==> src/rtl/amt_repair_sequencer_pkg.sv <==
// Shared types and constants for the AMT->RMT repair sequencer.
// Holds the repair state enum, the packet count and the lane-mask helper.
package amt_repair_sequencer_pkg;
  localparam int DEPTH              = 34;
  localparam int INDEX              = 6;
  localparam int WIDTH              = 7;
  localparam int N_PACKETS          = 8;
  localparam int NUM_REPAIR_PACKETS = (DEPTH + N_PACKETS - 1) / N_PACKETS;

  // One spare bit so ptr + N_PACKETS never wraps past the last packet
  typedef logic [INDEX:0] ptr_t;

  typedef enum logic [1:0] {
    IDLE  = 2'd0,
    WAIT  = 2'd1,
    READ  = 2'd2,
    DRAIN = 2'd3
  } repair_state_e;

  function automatic logic [N_PACKETS-1:0] lane_mask(input ptr_t ptr);
    lane_mask = '0;
    for (int i = 0; i < N_PACKETS; i++) begin
      lane_mask[i] = (int'(ptr) + i) < DEPTH;
    end
  endfunction
endpackage

==> src/rtl/amt_repair_sequencer_if.sv <==
// Repair bus between the sequencer, the AMT repair read ports and the RMT repair write ports.
// master = sequencer side, slave = AMT/RMT/rename side.
interface amt_repair_sequencer_if;
  import amt_repair_sequencer_pkg::*;

  logic                              recoverFlag_i;
  logic                              amtReady_i;
  logic                              rmtReady_i;
  logic                              repairFlag_o;
  logic [N_PACKETS-1:0][INDEX-1:0]   repairAddr_o;
  logic [N_PACKETS-1:0][WIDTH-1:0]   repairData_i;
  logic [N_PACKETS-1:0][INDEX-1:0]   rmtRepairAddr_o;
  logic [N_PACKETS-1:0][WIDTH-1:0]   rmtRepairData_o;
  logic [N_PACKETS-1:0]              rmtRepairWe_o;
  logic                              repairBusy_o;
  logic                              repairDone_o;

  modport master (
    input  recoverFlag_i, amtReady_i, rmtReady_i, repairData_i,
    output repairFlag_o, repairAddr_o, rmtRepairAddr_o, rmtRepairData_o,
           rmtRepairWe_o, repairBusy_o, repairDone_o
  );

  modport slave (
    output recoverFlag_i, amtReady_i, rmtReady_i, repairData_i,
    input  repairFlag_o, repairAddr_o, rmtRepairAddr_o, rmtRepairData_o,
           rmtRepairWe_o, repairBusy_o, repairDone_o
  );
endinterface

==> src/rtl/amt_repair_sequencer_repair_packet_reg.sv <==
// Registered RMT write stage: captures one packet of addr/data/lane-mask per accepted read.
// Write enables drop to zero on any cycle without a capture, or when a restart flushes it.
module repair_packet_reg
  import amt_repair_sequencer_pkg::*;
(
  input  logic                            clk,
  input  logic                            reset,
  input  logic                            capture_i,
  input  logic                            flush_i,
  input  logic [N_PACKETS-1:0][INDEX-1:0] addr_i,
  input  logic [N_PACKETS-1:0][WIDTH-1:0] data_i,
  input  logic [N_PACKETS-1:0]            mask_i,
  output logic [N_PACKETS-1:0][INDEX-1:0] addr_o,
  output logic [N_PACKETS-1:0][WIDTH-1:0] data_o,
  output logic [N_PACKETS-1:0]            we_o
);
  logic [N_PACKETS-1:0][INDEX-1:0] addr_q, addr_d;
  logic [N_PACKETS-1:0][WIDTH-1:0] data_q, data_d;
  logic [N_PACKETS-1:0]            we_q, we_d;

  always_comb begin
    addr_d = addr_q;
    data_d = data_q;
    we_d   = '0;
    if (capture_i && !flush_i) begin
      addr_d = addr_i;
      data_d = data_i;
      we_d   = mask_i;
    end
  end

  always_ff @(posedge clk or negedge reset) begin
    if (!reset) begin
      addr_q <= '0;
      data_q <= '0;
      we_q   <= '0;
    end else begin
      addr_q <= addr_d;
      data_q <= data_d;
      we_q   <= we_d;
    end
  end

  assign addr_o = addr_q;
  assign data_o = data_q;
  assign we_o   = we_q;
endmodule

==> src/rtl/amt_repair_sequencer.sv <==
// Walks the AMT N_PACKETS entries per cycle on recovery and replays them into the RMT.
// Optional macro AMT_REPAIR_PERF_EN adds repairCount_o / repairStallCycles_o counters.
//
// state | meaning
// IDLE  | no recovery in progress
// WAIT  | recovery requested, waiting for AMT and RMT ready
// READ  | reading one packet per cycle from the AMT, ptr advances on accept
// DRAIN | last packet presented to the RMT, done pulse
module amt_repair_sequencer
  import amt_repair_sequencer_pkg::*;
(
  input  logic                      clk,
  input  logic                      reset,
  amt_repair_sequencer_if.master    bus
`ifdef AMT_REPAIR_PERF_EN
  ,
  output logic [31:0]               repairCount_o,
  output logic [31:0]               repairStallCycles_o
`endif
);
  repair_state_e                   state_q, state_d;
  ptr_t                            ptr_q, ptr_d;
  logic                            go;
  logic                            capture;
  logic [N_PACKETS-1:0]            mask;
  logic [N_PACKETS-1:0][INDEX-1:0] lane_addr;

  // A missing AMT ready stalls the walk exactly like RMT backpressure
  assign go   = bus.amtReady_i && bus.rmtReady_i;
  assign mask = lane_mask(ptr_q);

  always_comb begin
    lane_addr = '0;
    for (int i = 0; i < N_PACKETS; i++) begin
      lane_addr[i] = mask[i] ? INDEX'(ptr_q + ptr_t'(i)) : INDEX'(DEPTH - 1);
    end
  end

  always_ff @(posedge clk or negedge reset) begin
    if (!reset) begin
      state_q <= IDLE;
      ptr_q   <= '0;
    end else begin
      state_q <= state_d;
      ptr_q   <= ptr_d;
    end
  end

  always_comb begin
    state_d          = state_q;
    ptr_d            = ptr_q;
    capture          = 1'b0;
    bus.repairFlag_o = 1'b0;
    bus.repairAddr_o = '0;
    bus.repairBusy_o = (state_q != IDLE);
    bus.repairDone_o = 1'b0;
    case (state_q)
      IDLE: ;
      WAIT: begin
        if (go) begin
          state_d = READ;
          ptr_d   = '0;
        end
      end
      READ: begin
        bus.repairFlag_o = 1'b1;
        bus.repairAddr_o = lane_addr;
        if (go) begin
          capture = 1'b1;
          ptr_d   = ptr_q + ptr_t'(N_PACKETS);
          if (int'(ptr_q) + N_PACKETS >= DEPTH) state_d = DRAIN;
        end
      end
      DRAIN: begin
        bus.repairDone_o = 1'b1;
        state_d          = IDLE;
      end
      default: state_d = IDLE;
    endcase
    // Restart wins over everything, including the DRAIN->IDLE step
    if (bus.recoverFlag_i) begin
      state_d = WAIT;
      ptr_d   = '0;
    end
  end

  repair_packet_reg u_packet_reg (
    .clk       (clk),
    .reset     (reset),
    .capture_i (capture),
    .flush_i   (bus.recoverFlag_i),
    .addr_i    (lane_addr),
    .data_i    (bus.repairData_i),
    .mask_i    (mask),
    .addr_o    (bus.rmtRepairAddr_o),
    .data_o    (bus.rmtRepairData_o),
    .we_o      (bus.rmtRepairWe_o)
  );

`ifdef AMT_REPAIR_PERF_EN
  logic [31:0] count_q, stall_q;

  always_ff @(posedge clk or negedge reset) begin
    if (!reset) begin
      count_q <= '0;
      stall_q <= '0;
    end else begin
      if (state_q == DRAIN && count_q != '1) count_q <= count_q + 32'd1;
      if (state_q == READ && !go && stall_q != '1) stall_q <= stall_q + 32'd1;
    end
  end

  assign repairCount_o       = count_q;
  assign repairStallCycles_o = stall_q;
`endif
endmodule

==> src/flat_wrapper.sv <==
// flat-port wrapper written by rule: the top's interface ports become plain ports
module amt_repair_sequencer_flat import amt_repair_sequencer_pkg::*;
  (clk, reset, bus_recoverFlag_i, bus_amtReady_i, bus_rmtReady_i, bus_repairData_i, bus_repairFlag_o, bus_repairAddr_o, bus_rmtRepairAddr_o, bus_rmtRepairData_o, bus_rmtRepairWe_o, bus_repairBusy_o, bus_repairDone_o);
  amt_repair_sequencer_if bus_i ();
  input  logic clk;
  input  logic reset;
  input wire logic [$bits(bus_i.recoverFlag_i)-1:0] bus_recoverFlag_i;
  input wire logic [$bits(bus_i.amtReady_i)-1:0] bus_amtReady_i;
  input wire logic [$bits(bus_i.rmtReady_i)-1:0] bus_rmtReady_i;
  input wire logic [$bits(bus_i.repairData_i)-1:0] bus_repairData_i;
  output wire logic [$bits(bus_i.repairFlag_o)-1:0] bus_repairFlag_o;
  output wire logic [$bits(bus_i.repairAddr_o)-1:0] bus_repairAddr_o;
  output wire logic [$bits(bus_i.rmtRepairAddr_o)-1:0] bus_rmtRepairAddr_o;
  output wire logic [$bits(bus_i.rmtRepairData_o)-1:0] bus_rmtRepairData_o;
  output wire logic [$bits(bus_i.rmtRepairWe_o)-1:0] bus_rmtRepairWe_o;
  output wire logic [$bits(bus_i.repairBusy_o)-1:0] bus_repairBusy_o;
  output wire logic [$bits(bus_i.repairDone_o)-1:0] bus_repairDone_o;
  assign bus_i.recoverFlag_i = bus_recoverFlag_i;
  assign bus_i.amtReady_i = bus_amtReady_i;
  assign bus_i.rmtReady_i = bus_rmtReady_i;
  assign bus_i.repairData_i = bus_repairData_i;
  assign bus_repairFlag_o = bus_i.repairFlag_o;
  assign bus_repairAddr_o = bus_i.repairAddr_o;
  assign bus_rmtRepairAddr_o = bus_i.rmtRepairAddr_o;
  assign bus_rmtRepairData_o = bus_i.rmtRepairData_o;
  assign bus_rmtRepairWe_o = bus_i.rmtRepairWe_o;
  assign bus_repairBusy_o = bus_i.repairBusy_o;
  assign bus_repairDone_o = bus_i.repairDone_o;
  amt_repair_sequencer u_core (.clk(clk), .reset(reset), .bus(bus_i));
endmodule
==> config.mk <==
export PLATFORM = sky130hd
export DESIGN_NAME = amt_repair_sequencer_flat
export DESIGN_NICKNAME = d
export VERILOG_FILES = /design/src/rtl/amt_repair_sequencer_pkg.sv /design/src/rtl/amt_repair_sequencer_if.sv /design/src/rtl/amt_repair_sequencer_repair_packet_reg.sv /design/src/rtl/amt_repair_sequencer.sv /design/src/flat_wrapper.sv
export SDC_FILE = /design/constraint.sdc
export NUM_CORES = 1
export LEC_CHECK = 0
export CAP_MARGIN = 20
export CORE_AREA = 2 2 97 136
export CTS_BUF_LIST = sky130_fd_sc_hd__clkbuf_4 sky130_fd_sc_hd__clkbuf_8 sky130_fd_sc_hd__clkbuf_16
export DETAILED_ROUTE_END_ITERATION = 8
export DIE_AREA = 0 0 99 138
export GPL_TIMING_DRIVEN = 0
export PLACE_DENSITY = 0.74
export SETUP_SLACK_MARGIN = 0.15
export SLEW_MARGIN = 0
export SYNTH_ARGS = -nofsm -noshare
export SYNTH_HDL_FRONTEND = slang
export SYNTH_SLANG_ARGS = --single-unit
==> constraint.sdc <==
create_clock -name clk -period 1.7 [get_ports clk]
set_clock_uncertainty 0.1 [all_clocks]
set_input_delay 0.425 -clock clk [delete_from_list [all_inputs] [get_ports clk]]
set_output_delay 0.425 -clock clk [all_outputs]
set_load 0.005 [all_outputs]
After elaboration in Yosys (flattened, before gate mapping) --
Index checks and enable logic that the tools add are counted.
Word-level totals: output and inout port bits 163, word-level logic and storage cells 81, flip-flop bits (word level) 121, input bits 61
Operators by class: reduce and logical (&&, ||, !) cells 8, add/sub/neg operators 16, magnitude comparators 9, equal/unequal tests 6, mux-type cells 23
Operators by type and width (number):
- 32-bit by 7-bit less-than comparator with 1-bit output (second input constant) | 7
- 48-bit 2-to-1 mux | 1
- 6-bit 2-to-1 mux | 8
- 7-bit by 3-bit adder with 8-bit output (second input constant) | 4
- 32-bit by 7-bit greater-or-equal comparator with 1-bit output (second input constant) | 1
- 6-bit by 3-bit adder with 6-bit output (second input constant) | 4
- 7-bit 2-to-1 mux | 3
- 7-bit by 2-bit adder with 8-bit output (second input constant) | 2
- 7-bit case mux with 2 select lines | 1
- 6-bit by 2-bit adder with 6-bit output (second input constant) | 2
- 3-bit by 2-bit inequality test with 1-bit output (second input constant) | 3
- 7-bit by 1-bit adder with 8-bit output (second input constant) | 1
- 7-bit by 4-bit adder with 8-bit output (second input constant) | 1
- 2-bit 2-to-1 mux | 4
- 8-bit 2-to-1 mux | 1
- 7-bit by 4-bit adder with 7-bit output (second input constant) | 1
- 7-bit by 6-bit less-than comparator with 1-bit output (second input constant) | 1
- 6-bit by 1-bit adder with 6-bit output (second input constant) | 1
- 2-bit case mux with 3 select lines | 1
- 2-bit equality test (second input constant) | 2
- 1-bit 2-to-1 mux | 4
- 4-bit AND reduction | 1
- 4-bit nonzero test | 1
- 3-bit AND reduction | 1
- 5 further kinds | 6

Logic depth before layout (Yosys ltp) --
Gate-level depths: netlist of run 1.
depth in word-level cells 6, mapped depth 6, mapped depth without buffers 4

Hierarchy --
From an unflattened synthesis of run 1, not the netlist that was laid out.
Second synthesis, totals: cell total of the unflattened synthesis 389, area, all modules 5416.4 um2
Modules (own cells, without submodules):
- repair_packet_reg | cells an instance 237, area an instance 4528.1 um2, sequential area each 2802.7 um2, times used 1
- amt_repair_sequencer | cells an instance 152, area an instance 888.4 um2, sequential area each 150.1 um2, times used 1

Worst setup path after synthesis of run 1 --
No wires, ideal clock.
path type input -> register, from input port bus_recoverFlag_i, to register u_core.u_packet_reg.data_q, in the netlist u_core.u_packet_reg.data_o[28], arrival 1623 ps, slack -148 ps, path buffers 2, data required time 1475 ps, library setup time 125 ps, stages 5, cell sequence or3b_1 buf_4 nor2_8 clkbuf_8 mux2_2
On the way: word-level cells in the longest chain between the ends 2
Ends and longest elaborated chain:
- start, declared | line flat_wrapper.sv:7 | input wire logic [$bits(bus_i.recoverFlag_i)-1:0] bus_recoverFlag_i;
- 1-bit logical NOT | line amt_repair_sequencer_repair_packet_reg.sv:25 | if (capture_i && !flush_i) begin
- 1-bit logical AND | line amt_repair_sequencer_repair_packet_reg.sv:25
- end signal, assigned | line amt_repair_sequencer_repair_packet_reg.sv:39 | data_q <= data_d;
- end, declared | line amt_repair_sequencer_repair_packet_reg.sv:18 | logic [N_PACKETS-1:0][WIDTH-1:0] data_q, data_d;
No other way between the ends. A chain may end at the register's enable or synchronous reset.

Final worst setup path of run 1 --
from register u_core.state_q[0], to register u_core.u_packet_reg.data_q, in the netlist u_core.u_packet_reg.data_o[38]
On the way: word-level cells in the longest chain between the ends 3
Ends and longest elaborated chain:
- start, declared | line amt_repair_sequencer.sv:21 | repair_state_e state_q, state_d;
- start signal, assigned | line amt_repair_sequencer.sv:44 | state_q <= state_d;
- 2-bit equality test | line amt_repair_sequencer.sv:57 | case (state_q)
- 1-bit 2-to-1 mux | line amt_repair_sequencer.sv:57
- 1-bit logical AND | line amt_repair_sequencer_repair_packet_reg.sv:25
No other way between the ends.

==> results.toml, run 1 <==
[sta]
clock.fmax_ghz = 0.451
tns_ns = -57.22
fin_crit_sh_pct = 130
hold_violations = 0
whs_ns = 0.342
worst_slew_pin_slew_ns = 0.603
slew_headroom_pct = 59.6
period_minus_slack_ns = 2.22
rsz0062_at_grt = "yes"
setup_ws_ns = -0.515
setup_viol = 145
finalMaxSlewViolations = 0

[placed_design]
gp_congestion = 0.733
place_ws_ns = -0.762
hpwl_um = 8910
io_buffers = 210
post_dp_cell_area_um2 = 7030
place_inst = 714

[logic_synthesis]
syn_inst = 338
synth_flop_cell = "dfrtp_1"
synth_compound_area_share_pct = 6.92
post_synth_mux_area_share_pct = 15.1
synth_xor_xnor_area_share_pct = 0.398
ys_types = 42
ys_ff_latch = 103
synth_fa_ha_area_share_pct = 0.854
yosysWarnings = 0
yosysMostFrequentCell = "dfrtp_1"
synth_top_family_by_area = "multiplexers"
synthTopCellsByCount = "dfrtp_1 (103), mux2_2 (54), buf_4 (33)"
synth.avg_cell_area_um2 = 13.0
yosys.area_share.simple_pct = 7.23
netlist_area_um2 = 4400
synth_edf_count = 0
yosysTopAreaCellShare_pct = 58.6
ys_seq_area_share_pct = 58.6
ys_async_sr_fraction_pct = 100
synthTopCellsByArea = "dfrtp_1 (59%), mux2_2 (14%), buf_4 (5.6%), a22o_1 (2.6%), and3_1 (1.8%)"
synth_top_area_cell = "dfrtp_1"

[floorplan]
io_pins = 224
initial_core_util_pct = 35.0
dieArea_um2 = 13700
die_x_um = 99
core.rowCount = 49
core-area_um2 = 12600
die_h_um = 138

[power_and_ir_drop]
power_leakage_nw = 4.67
ir_worst_vdd_mv = 0.502
total_power_mw = 6.23
power_density_nw_per_um2 = 690

[drt]
ant_nets = 0
drt_iter0_drc = 118
vias_per_cell = 4.70
wl_um = 14900
wl_per_cell_um = 17.5
drt_pass1_iterations = 4
vias = 3996
drcViolationCount = 0

[worst_setup_path]
worstSetupStartpointType = "flip-flop"
r2r_slack_ns = -0.52
cp-end-kind = "flip-flop"
worstPathArrival_ns = 2.34
crit_fanout = 5
worstPathRequired_ns = 1.83
crit_type = "reg -> reg"

[flow_run]
max_cap_violations = 0

[outcome]
violations = "negative setup slack"
status = "finished with violations"

[grt]
antenna_found_initial = 0
grt_pass1_wl_um = 22200
grt_pass1_vias = 4018
track_usage_pct = 20.5
grt_max_degree = 61
grt.overflow.total = 0

[worst_hold_path]
hold_class = "in -> reg"

[cts]
cts_buffer_depth = 2
cts_sinks = 103
insertion_delay_ns = 0.34
cts_tree = "built"
htree_levels = 3
path_clk_slew_ns = 0.07
ctsRootBufferMaster = "clkbuf_16"
cts_buffers = 9

[cells_and_area]
stdcell_area_um2 = 9030
final_core_util_pct = 71.8
antenna_cells = 0
fin_cells = 851
nNetsFinal = 757
drive_above_1_share_pct = 53.0
syn_to_final_growth_pct = 105
[power breakdown]
| part | switching, mW | internal, mW |
|---|---|---|
| registers | 0.104 | 2.63 |
| clock network | 0.949 | 1.31 |
| logic | 0.396 | 0.837 |
| total | 1.45 | 4.78 |
[layout by cell type, fill, tap and decap left out, drive strengths merged, types with 3 or more instances in the layout]
| master | instances |
|---|---|
| buf | 221 |
| dfrtp | 103 |
| mux2 | 58 |
| clkdlybuf4s50 | 58 |
| dlygate4sd2 | 51 |
| clkdlybuf4s15 | 42 |
| clkbuf | 24 |
| inv | 18 |
| nor2 | 14 |
| a22o | 13 |
| conb | 13 |
| and3 | 13 |
| a21oi | 10 |
| nor3 | 8 |
| a21o | 6 |
| nor4 | 5 |
| o21ai | 4 |
| and2 | 3 |
| a31oi | 3 |
| ha | 3 |
| clkinv | 3 |
[layer usage]
metal,up-vias,wire length (um),GRT usage (%)
li1,1835,-,-
met4,0,522,8.80
met3,36,821,4.80
met2,158,8060,35.7
met5,-,0,0
met1,1967,5500,23.7
[cells by family after synthesis]
kind of cell / count (synthesis)
other cells: 1
compound gates: 43
flops: 103
simple gates: 54
mux: 59
buf+inv: 73
xor+xnor: 2
fa+ha+maj: 3
[critical path: stages (launching register included)]
cell and delay [ns]:
dfrtp_2 0.43, buf_6 0.12, buf_6 0.10, or3b_4 0.38
buf_8 0.15, nor2_8 0.13, buf_12 0.15, buf_6 0.11
clkbuf_16 0.14, mux2_4 0.29
[path summary, 6_finish.rpt]
kind | startpoint | endpoint | cells past startpoint
min in group asynchronous | reset | u_core.u_packet_reg.data_o[15] | 2
max reg2reg | u_core.state_q[0] | u_core.u_packet_reg.data_o[38] | 9
min reg2reg | u_core.u_packet_reg.addr_o[37] | u_core.u_packet_reg.addr_o[37] | 1
max | u_core.state_q[0] | u_core.u_packet_reg.data_o[38] | 9
max in group asynchronous | reset | u_core.state_q[1] | 3
min | bus_recoverFlag_i | u_core.state_q[1] | 2
[final cells by class]
cell class,count,area (um2)
fill,871,3540
timing repair buffer,332,3270
sequential,103,2580
multi-input combinational,174,1910
buffer,56,657
clock buffer,9,225
tap,153,191
clock inverter,7,103
inverter,17,83.8
[flip-flops by register name (all words and copies together) (netlist names)]
| register | count |
|---|---|
| u_core.u_packet_reg.data_o | 56 |
| u_core.u_packet_reg.addr_o | 34 |
| u_core.u_packet_reg.we_o | 7 |
| u_core.ptr_q | 4 |
| u_core.state_q | 2 |
[what timing repair did]
action                                  CTS  global route
endpoints found under the setup margin  248           267
pin swaps                                10            16
hold endpoints to repair                 38             0
hold buffers                              1             0
resized for setup                       425           153
buffers inserted                         57            53
gates cloned                              9             1
Note: power is estimated with default switching activity, not from simulation.
==> inputs of run 2 (changes only) <==
- ABC_AREA: default -> 1
- CORE_AREA: 2 2 97 136 -> 2 2 96 135
- DIE_AREA: 0 0 99 138 -> 0 0 98 137
- REMOVE_ABC_BUFFERS: default -> 1
==> run 2 against run 1 <==
  * The run ends with negative hold slack, negative setup slack left
  * Fmax decreased by 7.1%
  * Sequential power increased by 29%
  * Register-to-register slack improved by 0.09 ns
  * Clock power decreased by 4%
  * Via count increased by 23%
  * Flip-flop and latch count unchanged
  * Combinational power increased to 2.8 times the previous value
  * Synthesized area decreased by 2.6%
  * Synthesized cell count increased by 46%
  * Critical endpoint is now bus_repairAddr_o[21]
  * Largest power group unchanged
==> results.toml, run 2 <==
[worst_setup_path]
cp_cell_sequence = "nor2_4 -> buf_6 -> buf_6 -> buf_6 -> buf_6 -> clkinvlp_4 -> buf_6 -> nor3_4 -> buf_2"
r2r_slack_ns = -0.43
cpPeakStageDelay_ns = 0.42
reg2reg_depth = 13
crit_fanout = 6
worstPathRequired_ns = 1.17
slowest_stage = "dfrtp_1"
cp_top_family = "buffers and inverters"
worstSetupStartpointType = "flip-flop"
reg2reg_from = "u_core.ptr_q[3]"
worstPathArrival_ns = 1.86
path_buf_inv = 7
r2r_end = "u_core.state_q[0]"
cpMostUsedCell = "buf_6"
crit_type = "reg -> out"
cp-end-kind = "primary output"

[power_and_ir_drop]
power_leakage_nw = 4.68
power_density_nw_per_um2 = 992
ir_worst_vdd_mv = 0.604

[drt]
drcViolationCount = 0
wl_um = 20200
drt_pass1_iterations = 4
drt_iter0_drc = 210
vias = 4906
wl_per_cell_um = 20.4
ant_nets = 0
vias_per_cell = 4.96

[floorplan]
die_x_um = 98
core.rowCount = 48
dieArea_um2 = 13400
die_h_um = 137
core-area_um2 = 12200
initial_core_util_pct = 35.1
io_pins = 224

[cts]
cts_sinks = 103
path_clk_slew_ns = 0.07
ctsRootBufferMaster = "clkbuf_16"
hold_buffers = 0
cts_buffers = 9
cts_tree = "built"
insertion_delay_ns = 0.34
cts_buffer_depth = 2
htree_levels = 3

[sta]
whs_ns = -0.000439
setup_viol = 145
clock.fmax_ghz = 0.419
hold_violations = 2
slew_headroom_pct = 58.6
period_minus_slack_ns = 2.38
fin_crit_sh_pct = 140
setup_ws_ns = -0.685
finalMaxSlewViolations = 0
worst_slew_pin_slew_ns = 0.621
rsz0062_at_grt = "yes"

[outcome]
status = "finished with violations"
violations = "negative hold slack, negative setup slack"

[cells_and_area]
antenna_cells = 0
mostFrequentLayoutCells = "nand2_1 (109), dfrtp_1 (99), nand2_2 (91)"
final_core_util_pct = 75.6
largest_reg_flops = 56
fill_cells = 803
regArea_um2 = 2580
drive_above_1_share_pct = 51.0
mostFrequentLayoutCell = "nand2_1"
multiInputGateArea_um2 = 2370
syn_to_final_growth_pct = 115
nNetsFinal = 900

[grt]
grt_pass1_vias = 4951
grt.overflow.total = 0
grt_max_degree = 59
track_usage_pct = 26.7
grt_pass1_wl_um = 27400
antenna_found_initial = 0

[logic_synthesis]
synthTopCellsByCount = "nand2_1 (223), dfrtp_1 (103), nor2_1 (50)"
synth_edf_count = 0
ys_ff_latch = 103
netlist_area_um2 = 4280
synth_top_area_cell = "dfrtp_1"
syn_inst = 492
synth_flop_cell = "dfrtp_1"
synth.avg_cell_area_um2 = 8.70
yosysTopAreaCellShare_pct = 60.2
synthTopCellsByArea = "dfrtp_1 (60%), nand2_1 (20%), buf_4 (6.1%), nor2_1 (4.4%), nor3_1 (1.6%)"
yosysWarnings = 0
ys_types = 24
ys_async_sr_fraction_pct = 100
yosysMostFrequentCell = "nand2_1"
ys_seq_area_share_pct = 60.2

[worst_hold_path]
hold_class = "in -> async"

[placed_design]
hpwl_um = 8220
io_buffers = 210
gp_congestion = 0.782

[flow_run]
max_cap_violations = 0
-- run 2: cell types whose count changed after synthesis, moves of 6 or more --
cell	change
nor3_1	+6
nor2_1	+37
a21o_1	-6
a22o_1	-13
and3_1	-13
mux2_2	-54
buf_6	-7
nand2_1	+222
a21oi_1	-8
-- run 2: metal layers --
layer | up-vias | wire [um] | share of wire [%] | GRT usage (%)
met1 | 2442 | 6940 | 34 | 28.0
met4 | 0 | 1060 | 5.3 | 16.1
met2 | 218 | 11200 | 56 | 49.2
met3 | 62 | 932 | 4.6 | 5.16
li1 | 2184 | - | - | -
met5 | - | 0 | 0 | 0
-- run 2: repair_timing --
action                                  CTS  global route
resized for setup                       459           243
pin swaps                                35            23
setup buffers                           102            33
endpoints found under the setup margin  252           174
cloned                                   28             1
-- run 2: stage by stage --
stage | instance area (um2) | TNS [ns] | instances | power [mW] | setup WS, ns
floorplan | 3980 | -83.94 | 449 | 4.21 | -1.11
global placement | 6270 | -567.59 | 809 | 6.09 | -3.60
detailed placement | 6310 | -176.34 | 811 | 6.20 | -1.72
CTS | 8330 | -24.68 | 955 | 8.52 | -0.645
global route | 9210 | -52.91 | 989 | 9.60 | -0.757
finish | 9210 | -44.58 | 989 | 9.14 | -0.685
-- run 2: kinds of logic (layout without fill, tap and decap cells) --
family	after synthesis	after routing	share of synthesized area [%]
AO/OA/AOI/OAI	11	11	1.55
other	1	13	0.0876
adder cells (fa/ha/maj)	3	3	0.877
buffers and inverters	75	395	9.90
flip-flops	103	103	60.2
AND/OR/NAND/NOR	299	314	27.4
-- run 2: report_power, final --
| group | switching [mW] | total, mW | internal, mW |
|---|---|---|---|
| clock | 0.873 | 2.16 | 1.29 |
| combinational | 1.49 | 3.44 | 1.95 |
| sequential | 0.419 | 3.54 | 3.12 |
-- run 2: worst max path at each step --
stage	slack, ns	from	to	cells past startpoint
floorplan	-1.11	u_core.state_q[0]	u_core.u_packet_reg.addr_o[10]	7
global placement	-3.60	reset	u_core.u_packet_reg.addr_o[22]	1
detailed placement	-1.72	bus_rmtReady_i	u_core.u_packet_reg.addr_o[9]	7
CTS	-0.65	u_core.ptr_q[5]	bus_repairAddr_o[46]	8
global route	-0.76	u_core.ptr_q[6]	bus_repairAddr_o[21]	9
finish	-0.68	u_core.ptr_q[6]	bus_repairAddr_o[21]	9
-- run 2: layout make-up --
type	count	area share [%]
multi-input combinational	341	25.7
timing repair buffer	357	39.1
timing repair inverter	4	0.407
clock buffer	10	2.53
tap	150	2.04
inverter	20	1.39
clock inverter	4	0.788
sequential	103	28.0
==> inputs of run 3 (changes only) <==
- SKIP_LAST_GASP: default -> 1
==> run 3 against run 2 <==
  * The flow finishes with violations (negative setup slack)
  * Hold slack improved by 0.0042 ns
  * Clock-buffer cell count did not move
  * Critical path depth is 1 lower
  * Via count shrank 1.3%
  * Core utilization fell by 1.3 points
  * Highest routed layer unchanged
  * Die area did not move
  * First-iteration DRC count is 20% lower
  * Flip-flop and latch count is the same
  * Final cell count shrank 0.20%
  * Register-to-register slack better by 0.03 ns
==> results.toml, run 3 (synthesized netlist as in run 2, its figures left out) <==
[grt]
grt_pass1_vias = 4916
antenna_found_initial = 0
grt_busiest_layer = "met2"
met3_usage_pct = 4.75
grt_max_degree = 59
track_usage_pct = 26.3
grt.overflow.total = 0
grt_pass1_wl_um = 27000
grtUsageMet1_pct = 28.2
use_met2_pct = 48.7

[power_and_ir_drop]
power_leakage_nw = 4.63
swShare_pct = 30.3
power_frac_comb_pct = 37.0
clock_power_share_pct = 23.9
seqPwrFrac_pct = 39.1
p_int_mw = 6.30
p_sw_mw = 2.74
ir_worst_vdd_mv = 0.605
power_density_nw_per_um2 = 998

[cells_and_area]
mostFrequentLayoutCell = "nand2_1"
final_core_util_pct = 74.3
fin_cells = 987
antenna_cells = 0
syn_to_final_growth_pct = 111
nNetsFinal = 898
drive_above_1_share_pct = 49.0
largest_reg_flops = 56
mostFrequentLayoutCells = "nand2_1 (119), dfrtp_1 (99), nand2_2 (89)"

[floorplan]
die_h_um = 137
die_x_um = 98
io_pins = 224
core.rowCount = 48
initial_core_util_pct = 35.1
core-area_um2 = 12200
dieArea_um2 = 13400

[worst_setup_path]
r2r_end = "u_core.u_packet_reg.data_o[12]"
r2r_slack_ns = -0.40
cp-end-kind = "primary output"
reg2reg_depth = 14
crit_fanout = 6
worstPathRequired_ns = 1.17
crit_type = "reg -> out"
reg2reg_from = "u_core.state_q[0]"
worstSetupStartpointType = "flip-flop"
worstPathArrival_ns = 1.96

[placed_design]
hpwl_um = 8220
place_inst = 811
gp_congestion = 0.782
io_buffers = 210

[sta]
worst_slew_pin_slew_ns = 0.652
tns_ns = -48.01
slew_headroom_pct = 56.2
setup_viol = 144
finalMaxSlewViolations = 0
period_minus_slack_ns = 2.48
setup_ws_ns = -0.781
clock.fmax_ghz = 0.403
rsz0062_at_grt = "yes"
whs_ns = 0.00381
hold_violations = 0
fin_crit_sh_pct = 146

[drt]
drt_iter0_drc = 169
wl_per_cell_um = 19.9
drt_pass1_iterations = 4
drcViolationCount = 0
vias_per_cell = 4.90
vias = 4841
ant_nets = 0
wl_um = 19600

[cts]
htree_levels = 3
cts_sinks = 103
cts_tree = "built"
cts_buffer_depth = 2
path_clk_slew_ns = 0.07
cts_buffers = 9
ctsRootBufferMaster = "clkbuf_16"
insertion_delay_ns = 0.33

[flow_run]
max_cap_violations = 0

[outcome]
status = "finished with violations"
violations = "negative setup slack"

[worst_hold_path]
hold_class = "in -> async"
==> run 3: how the worst max path moves through the flow <==
stage	start	end	slack [ns]	cells past startpoint
floorplan	u_core.state_q[0]	u_core.u_packet_reg.addr_o[10]	-1.11	7
global placement	reset	u_core.u_packet_reg.addr_o[22]	-3.60	1
finish	u_core.ptr_q[6]	bus_repairAddr_o[46]	-0.78	8
detailed placement	bus_rmtReady_i	u_core.u_packet_reg.addr_o[9]	-1.72	7
global route	u_core.ptr_q[6]	bus_repairAddr_o[46]	-0.82	8
CTS	u_core.ptr_q[5]	bus_repairAddr_o[46]	-0.65	8
==> run 3: timing repair <==
item	4_1_cts	5_1_grt
hold buffers	0	0
setup buffers	102	32
gates cloned	28	0
setup endpoints to repair	252	173
pin swaps	33	39
gates resized for setup	441	197
==> run 3: cell type report <==
cell class	count	area, um2
multi-input cells	341	2310
repair inverters	4	32.5
well taps	150	188
repair buffers	355	3500
fillers	818	3140
clock buffers	10	233
inverters	20	133
flip-flops and latches	103	2580
clock inverters	4	72.6
==> run 3: worst max-delay path: stages (launching register included) <==
cell	delay, ns
dfrtp_1	0.41
nor2_4	0.17
buf_6	0.12
buf_6	0.09
buf_6	0.09
buf_6	0.09
clkinvlp_4	0.18
nor3_2	0.29
buf_2	0.17
==> run 3: power groups by stage <==
stage                     Sequential (mW)  Clock (mW)  Combinational (mW)
after floorplan                      3.59           0               0.622
after global placement               3.50           0                2.59
after detailed placement             3.54           0                2.66
after CTS                            3.46        2.18                2.89
after global routing                 3.61        2.29                3.60
final                                3.53        2.16                3.35
==> run 3: layer usage <==
| layer | wire length [um] | vias to the layer above |
|---|---|---|
| li1 | - | 2181 |
| met3 | 942 | 57 |
| met5 | 0 | - |
| met4 | 893 | 0 |
| met1 | 6660 | 2369 |
| met2 | 11100 | 234 |
==> run 3: through the flow <==
stage | setup WS, ns | total power, mW | instance area [um2]
floorplan | -1.11 | 4.21 | 3980
global placement | -3.60 | 6.09 | 6270
detailed placement | -1.72 | 6.20 | 6310
CTS | -0.645 | 8.52 | 8310
global route | -0.816 | 9.50 | 9050
finish | -0.781 | 9.04 | 9050
